File: src/rtl/ldtu_mode_orbit_ctrl.sv
// Mode/Orbit controller in front of the LiTe-DTU encoder FSM: delayed Orbit strobes and guarded
// normal<->fallback switchovers. Define ORBIT_CHECK_EN to build the BC0 period watchdog (bc0_err).
module ldtu_mode_orbit_ctrl #(
    parameter int DLY_W     = 8,
    parameter int GUARD     = 4,
    parameter int ORBIT_LEN = 3564,
    parameter int ORBIT_TOL = 2,
    parameter int CNT_W     = 12
) (
    input  logic             CLK,
    input  logic             rst,
    input  logic             fb_req,
    input  logic             bc0_in,
    input  logic [DLY_W-1:0] orbit_dly_cfg,
    input  logic [4:0]       enc_state,
    output logic             fallback,
    output logic             Orbit,
    output logic             switch_done,
    output logic             mode_busy,
    output logic [15:0]      orbit_cnt,
    output logic             bc0_err
);

    localparam int GW = (GUARD > 1) ? $clog2(GUARD) : 1;
    localparam logic [GW-1:0] GUARD_LAST = GW'(GUARD - 1);

    typedef enum logic [2:0] {
        N_RUN    = 3'd0,
        N_DRAIN  = 3'd1,
        FB_ENTER = 3'd2,
        FB_RUN   = 3'd3,
        N_ENTER  = 3'd4
    } state_e;

    state_e           state_q, state_d;
    logic [GW-1:0]    guard_q, guard_d;
    logic             done_d;
    logic             pend_q, pend_d;
    logic [DLY_W-1:0] dly_q, dly_d;
    logic [15:0]      cnt_q, cnt_d;
    logic             emit;
    logic             hold;
    logic             fallback_q, busy_q, done_q, orbit_q;

    always_comb begin
        state_d = state_q;
        guard_d = '0;
        done_d  = 1'b0;
        case (state_q)
            N_RUN: begin
                if (fb_req) state_d = N_DRAIN;
            end
            N_DRAIN: begin
                // Only leave normal mode outside bc0/header paths and with no Orbit in flight.
                if (!fb_req)                              state_d = N_RUN;
                else if ((enc_state < 5'h0F) && !pend_q)  state_d = FB_ENTER;
            end
            FB_ENTER: begin
                if (guard_q == GUARD_LAST) begin
                    state_d = FB_RUN;
                    done_d  = 1'b1;
                end else begin
                    guard_d = guard_q + 1'b1;
                end
            end
            FB_RUN: begin
                if (!fb_req) state_d = N_ENTER;
            end
            N_ENTER: begin
                if (guard_q == GUARD_LAST) begin
                    state_d = N_RUN;
                    done_d  = 1'b1;
                end else begin
                    guard_d = guard_q + 1'b1;
                end
            end
            default: state_d = N_RUN;
        endcase
    end

    // Orbit is withheld while the next state is a guard state, so it lands on the first RUN cycle.
    assign hold = (state_d == FB_ENTER) || (state_d == N_ENTER);
    assign emit = pend_q && (dly_q == '0) && !hold;

    always_comb begin
        pend_d = pend_q;
        dly_d  = dly_q;
        cnt_d  = cnt_q;
        if (emit) cnt_d = cnt_q + 16'd1;
        if (bc0_in) begin
            pend_d = 1'b1;
            dly_d  = orbit_dly_cfg;
        end else if (emit) begin
            pend_d = 1'b0;
        end else if (pend_q && (dly_q != '0)) begin
            dly_d = dly_q - 1'b1;
        end
    end

    always_ff @(posedge CLK) begin
        if (rst) begin
            state_q    <= N_RUN;
            guard_q    <= '0;
            pend_q     <= 1'b0;
            dly_q      <= '0;
            cnt_q      <= '0;
            fallback_q <= 1'b0;
            busy_q     <= 1'b0;
            done_q     <= 1'b0;
            orbit_q    <= 1'b0;
        end else begin
            state_q    <= state_d;
            guard_q    <= guard_d;
            pend_q     <= pend_d;
            dly_q      <= dly_d;
            cnt_q      <= cnt_d;
            fallback_q <= (state_d == FB_ENTER) || (state_d == FB_RUN);
            busy_q     <= (state_d == N_DRAIN) || (state_d == FB_ENTER) || (state_d == N_ENTER);
            done_q     <= done_d;
            orbit_q    <= emit;
        end
    end

    assign fallback    = fallback_q;
    assign mode_busy   = busy_q;
    assign switch_done = done_q;
    assign Orbit       = orbit_q;
    assign orbit_cnt   = cnt_q;

`ifdef ORBIT_CHECK_EN
    localparam logic [CNT_W-1:0] PER_LIMIT = CNT_W'(ORBIT_LEN + ORBIT_TOL);

    logic [CNT_W-1:0] per_q, per_d;
    logic             armed_q;
    logic             err_q;

    always_comb begin
        per_d = per_q;
        if (bc0_in)            per_d = '0;
        else if (per_q != '1)  per_d = per_q + 1'b1;
    end

    // The watchdog stays quiet until the first BC0 after reset has been seen.
    always_ff @(posedge CLK) begin
        if (rst) begin
            per_q   <= '0;
            armed_q <= 1'b0;
            err_q   <= 1'b0;
        end else begin
            per_q   <= per_d;
            armed_q <= armed_q | bc0_in;
            err_q   <= err_q | (armed_q && (per_d > PER_LIMIT));
        end
    end

    assign bc0_err = err_q;
`else
    assign bc0_err = 1'b0;
`endif

endmodule

File: config.mk
export PLATFORM = sky130hd
export DESIGN_NAME = ldtu_mode_orbit_ctrl
export DESIGN_NICKNAME = d
export VERILOG_FILES = /design/src/rtl/ldtu_mode_orbit_ctrl.sv
export SDC_FILE = /design/constraint.sdc
export NUM_CORES = 1
export LEC_CHECK = 0
export ABC_AREA = 1
export BUFFER_PORTS_ARGS = -buffer_cell sky130_fd_sc_hd__clkbuf_2
export CELL_PAD_IN_SITES_DETAIL_PLACEMENT = 1
export CELL_PAD_IN_SITES_GLOBAL_PLACEMENT = 2
export CORE_MARGIN = 10
export CORE_UTILIZATION = 25
export DETAILED_ROUTE_END_ITERATION = 7
export PLACE_DENSITY_LB_ADDON = 0.1
export SYNTH_ARGS = -nofsm -noshare
export SYNTH_HDL_FRONTEND = slang
export SYNTH_SLANG_ARGS = --single-unit
File: constraint.sdc
create_clock -name CLK -period 1.7 [get_ports CLK]
set_clock_uncertainty 0.15 [all_clocks]
set_input_delay 0.255 -clock CLK [delete_from_list [all_inputs] [get_ports CLK]]
set_output_delay 0.255 -clock CLK [all_outputs]
set_load 0.05 [all_outputs]
==> implementation parameters <==
Parameter                              Value

Global route
  Maximum number of pins on one net before global-route repair    13
  Total congestion overflow    0
  Initial antenna violation count    0
  Combined global-route utilization of all metal layers    about 11%
  Vias in the first global route    2,148
  First-pass GRT wire length    about 11,000 um

Die
  Core area    between 7000 and 8000 um2
  Site Rows    32
  Chip height    110 um
  Die area    roughly 12,000 um2
  Starting Density    between 20% and 30%
  I/O Pins    38
  Width of the die    between 100 and 150 um

Detailed routing
  Wirelength per Cell    between 10 and 15 um
  DRC violation count after routing    0
  Mean number of vias per cell    4.55
  Pre-antenna DRT Iters    4
  Post-route antenna net violation count    0
  Count of routing violations after the opening detailed-route iteration    51
  Total wire length    approximately 6400 um
  Via count    2,104

STA
  Setup repair after global routing missed its margin    true
  Worst hold margin    between 0.09 and 0.1 ns
  Final setup violation count    0
  Min Clock Period, post-route    between 1.5 and 2 ns
  Final Slew Violations    0
  Hold Violations, Final    0
  FMAX    ~600 MHz
  Final worst-path cycle share    between 90% and 100%
  Setup TNS    0 ns

Synthesis
  Post-synthesis cell area    roughly 2000 um2
  Register bit total from synthesis    34
  Synth Instances    approximately 300
  Yosys cell types    34
  Number of enable-type register cells in the synthesized netlist    0
  Avg Inst Size Synth    ~6.8 um2
  Async SR Flop Fraction    0%
  Number of nets in the synthesized netlist    approximately 320
  Total of warnings raised by yosys    0
  Proportion of synthesized chip area in sequential cells    about a third
  Ys flop type    sky130_fd_sc_hd__dfxtp_1

Status
  Status    finished clean

Worst setup path
  Critical path startpoint category    register
  Data required time of the worst path    1.77 ns
  Cell with the most instances on the worst path    sky130_fd_sc_hd__nor2_4
  Worst Setup Path Type    reg -> reg
  Cell breakdown of the critical path    inv_2 > ha_4 > nand2_4 > nor2_4 > nand4_4 > nor2_4 > buf_12 > buf_16 > nand3_1 > a21oi_2
  Arr. time, crit path    1.72 ns
  Top fanout value on the critical path    8
  Largest stage delay, worst path    ~0.33 ns
  Critical-path cell with the highest stage delay    sky130_fd_sc_hd__dfxtp_2
  Type of destination of the critical path    register

Cells and area
  Post-route core utilization    ~36%
  Number of fill cells    1,016
  Diode count    0
  Share of cells above drive strength 1    40.0%
  Nets    approximately 380
  Cell Count, Final, Fillers Out    462
  Area delta synth->final    40.0%

CTS
  Number of H-tree branching levels    2
  Post-CTS Hold Buffers    0
  Total CTS buffers    5
  Number of clock sinks seen by CTS    34
  Max Buffers Root-to-Sink    2
  Clock Root Buffer    sky130_fd_sc_hd__clkbuf_8
  Worst-skew pair later-pin latency    about 0.29 ns
  Clock slew at the register clock pins of the worst setup and hold paths    around 0.080 ns
  CTS tree    done

Power and ir drop
  Power per cell area    about 700 nW/um2
  Worst ir drop on vdd    0.298 mV
  Leakage Power    between 1 and 1.5 nW

Placement
  Input/output buffers    36
  Routability Congestion    about 0.77
  Detailed Place HPWL    4700 um
  Placed cell count    roughly 450

Worst hold path
  Path type of the worst min-delay path    in -> reg

Job
  Number of max-capacitance violations reported    0
## layer usage
| metal | GRT usage (%) | routed length (um) |
|---|---|---|
| met3 | 3.42 | 323 |
| met4 | 3.72 | 116 |
| met1 | 13.4 | 2790 |
| met5 | 0 | 0 |
| met2 | 18.2 | 3120 |
## synth_stat cells (4+ instances only)
cell type,count,share of area [%]
sky130_fd_sc_hd__nand2_1,69,13
sky130_fd_sc_hd__nor2_1,39,7.2
sky130_fd_sc_hd__nand3_1,35,8.7
sky130_fd_sc_hd__dfxtp_1,34,34
sky130_fd_sc_hd__inv_1,31,5.7
sky130_fd_sc_hd__a21oi_1,18,4.5
sky130_fd_sc_hd__a21oi_2,9,3.9
sky130_fd_sc_hd__nand2_2,9,2.8
sky130_fd_sc_hd__xor2_1,7,3.0
sky130_fd_sc_hd__o21ai_0,6,1.5
sky130_fd_sc_hd__nand4_1,5,1.5
sky130_fd_sc_hd__nor2_2,4,1.2
## timing repair
action / 4_1_cts / 5_1_grt
setup endpoints to repair: 16 / 26
buffers inserted: 2 / 1
gates resized for setup: 22 / 28
gates cloned: 2 / 0
pin swaps: 20 / 12
## placed cells by master (no fill, tap or decap), drive strengths merged
cell type / netlist / layout
o21a: 1 / 1
xnor2: 3 / 3
inv: 32 / 32
clkbuf: 3 / 43
buf: 6 / 26
ha: 3 / 3
xor2: 7 / 7
a21oi: 27 / 27
clkinv: 0 / 1
nand2: 80 / 81
or2: 2 / 2
o21ai: 9 / 9
dfxtp: 34 / 34
nor2: 45 / 45
o22ai: 1 / 1
mux2i: 1 / 1
nor3: 1 / 1
nand4: 6 / 6
nand3: 36 / 36
conb: 1 / 1
## final timing paths
kind | startpoint | endpoint | slack, ns | depth (start not counted)
max reg2reg | dly_q[0]$_SDFFE_PP0P_ | orbit_cnt[7]$_SDFFE_PP0P_ | 0.05 | 10
min reg2reg | guard_q[0]$_SDFF_PP0_ | guard_q[0]$_SDFF_PP0_ | 0.26 | 1
max | dly_q[0]$_SDFFE_PP0P_ | orbit_cnt[7]$_SDFFE_PP0P_ | 0.05 | 10
min | orbit_dly_cfg[0] | dly_q[0]$_SDFFE_PP0P_ | 0.1 | 3
## sequential cells by signal, summed over array words and instances (netlist names)
signal	cells
fallback	1
orbit_cnt	16
Orbit	1
switch_done	1
guard_q	2
dly_q	8
state_q	3
mode_busy	1
pend_q	1
## area by class of cell
| cell class | instances | area [um2] | area share (%) |
|---|---|---|---|
| multi-input cells | 224 | 1340 | 47.4 |
| clock buffers | 7 | 86.3 | 3.05 |
| inverters | 32 | 120 | 4.24 |
| clock inverters | 1 | 5.00 | 0.177 |
| repair buffers | 62 | 449 | 15.8 |
| flip-flops and latches | 34 | 702 | 24.8 |
| well taps | 102 | 128 | 4.50 |
## worst max-delay path, delay by kind of cell, from the launching register on
| kind | cells | cell delay, ns |
|---|---|---|
| AOI/OAI and AO/OA | 1 | 0.13 |
| DFF | 1 | 0.33 |
| buffers and inverters | 3 | 0.32 |
| adders and majority gates | 1 | 0.14 |
| and+or+nand+nor | 5 | 0.50 |
## kinds of logic (layout without fill, tap and decap cells)
| kind of cell | count (synthesis) | count (layout) | share of synthesized area, % |
|---|---|---|---|
| other | 1 | 1 | 0.185 |
| AND/OR/NAND/NOR | 170 | 171 | 38.9 |
| multiplexers | 1 | 1 | 0.494 |
| adder cells (fa/ha/maj) | 3 | 3 | 1.85 |
| AO/OA/AOI/OAI | 38 | 38 | 11.2 |
| XOR/XNOR | 10 | 10 | 4.33 |
| buffers and inverters | 41 | 102 | 9.39 |
| flip-flops | 34 | 34 | 33.6 |
## report_power, final
group / switching, W / internal (W)
Sequential: 0.0000265 / 0.000827
Clock: 0.000320 / 0.000328
Combinational: 0.000261 / 0.000175
## stage by stage
stage          area (um2)  setup slack, ns  total power (W)
3_3_place_gp         2480           0.0260          0.00123
5_1_grt              2830          -0.0471          0.00205
2_1_floorplan        2040         -0.00741          0.00111
3_5_place_dp         2480          -0.0258          0.00124
6_report             2830           0.0536          0.00194
4_1_cts              2730          -0.0102          0.00194
Note: power is estimated with default switching activity, not from simulation.
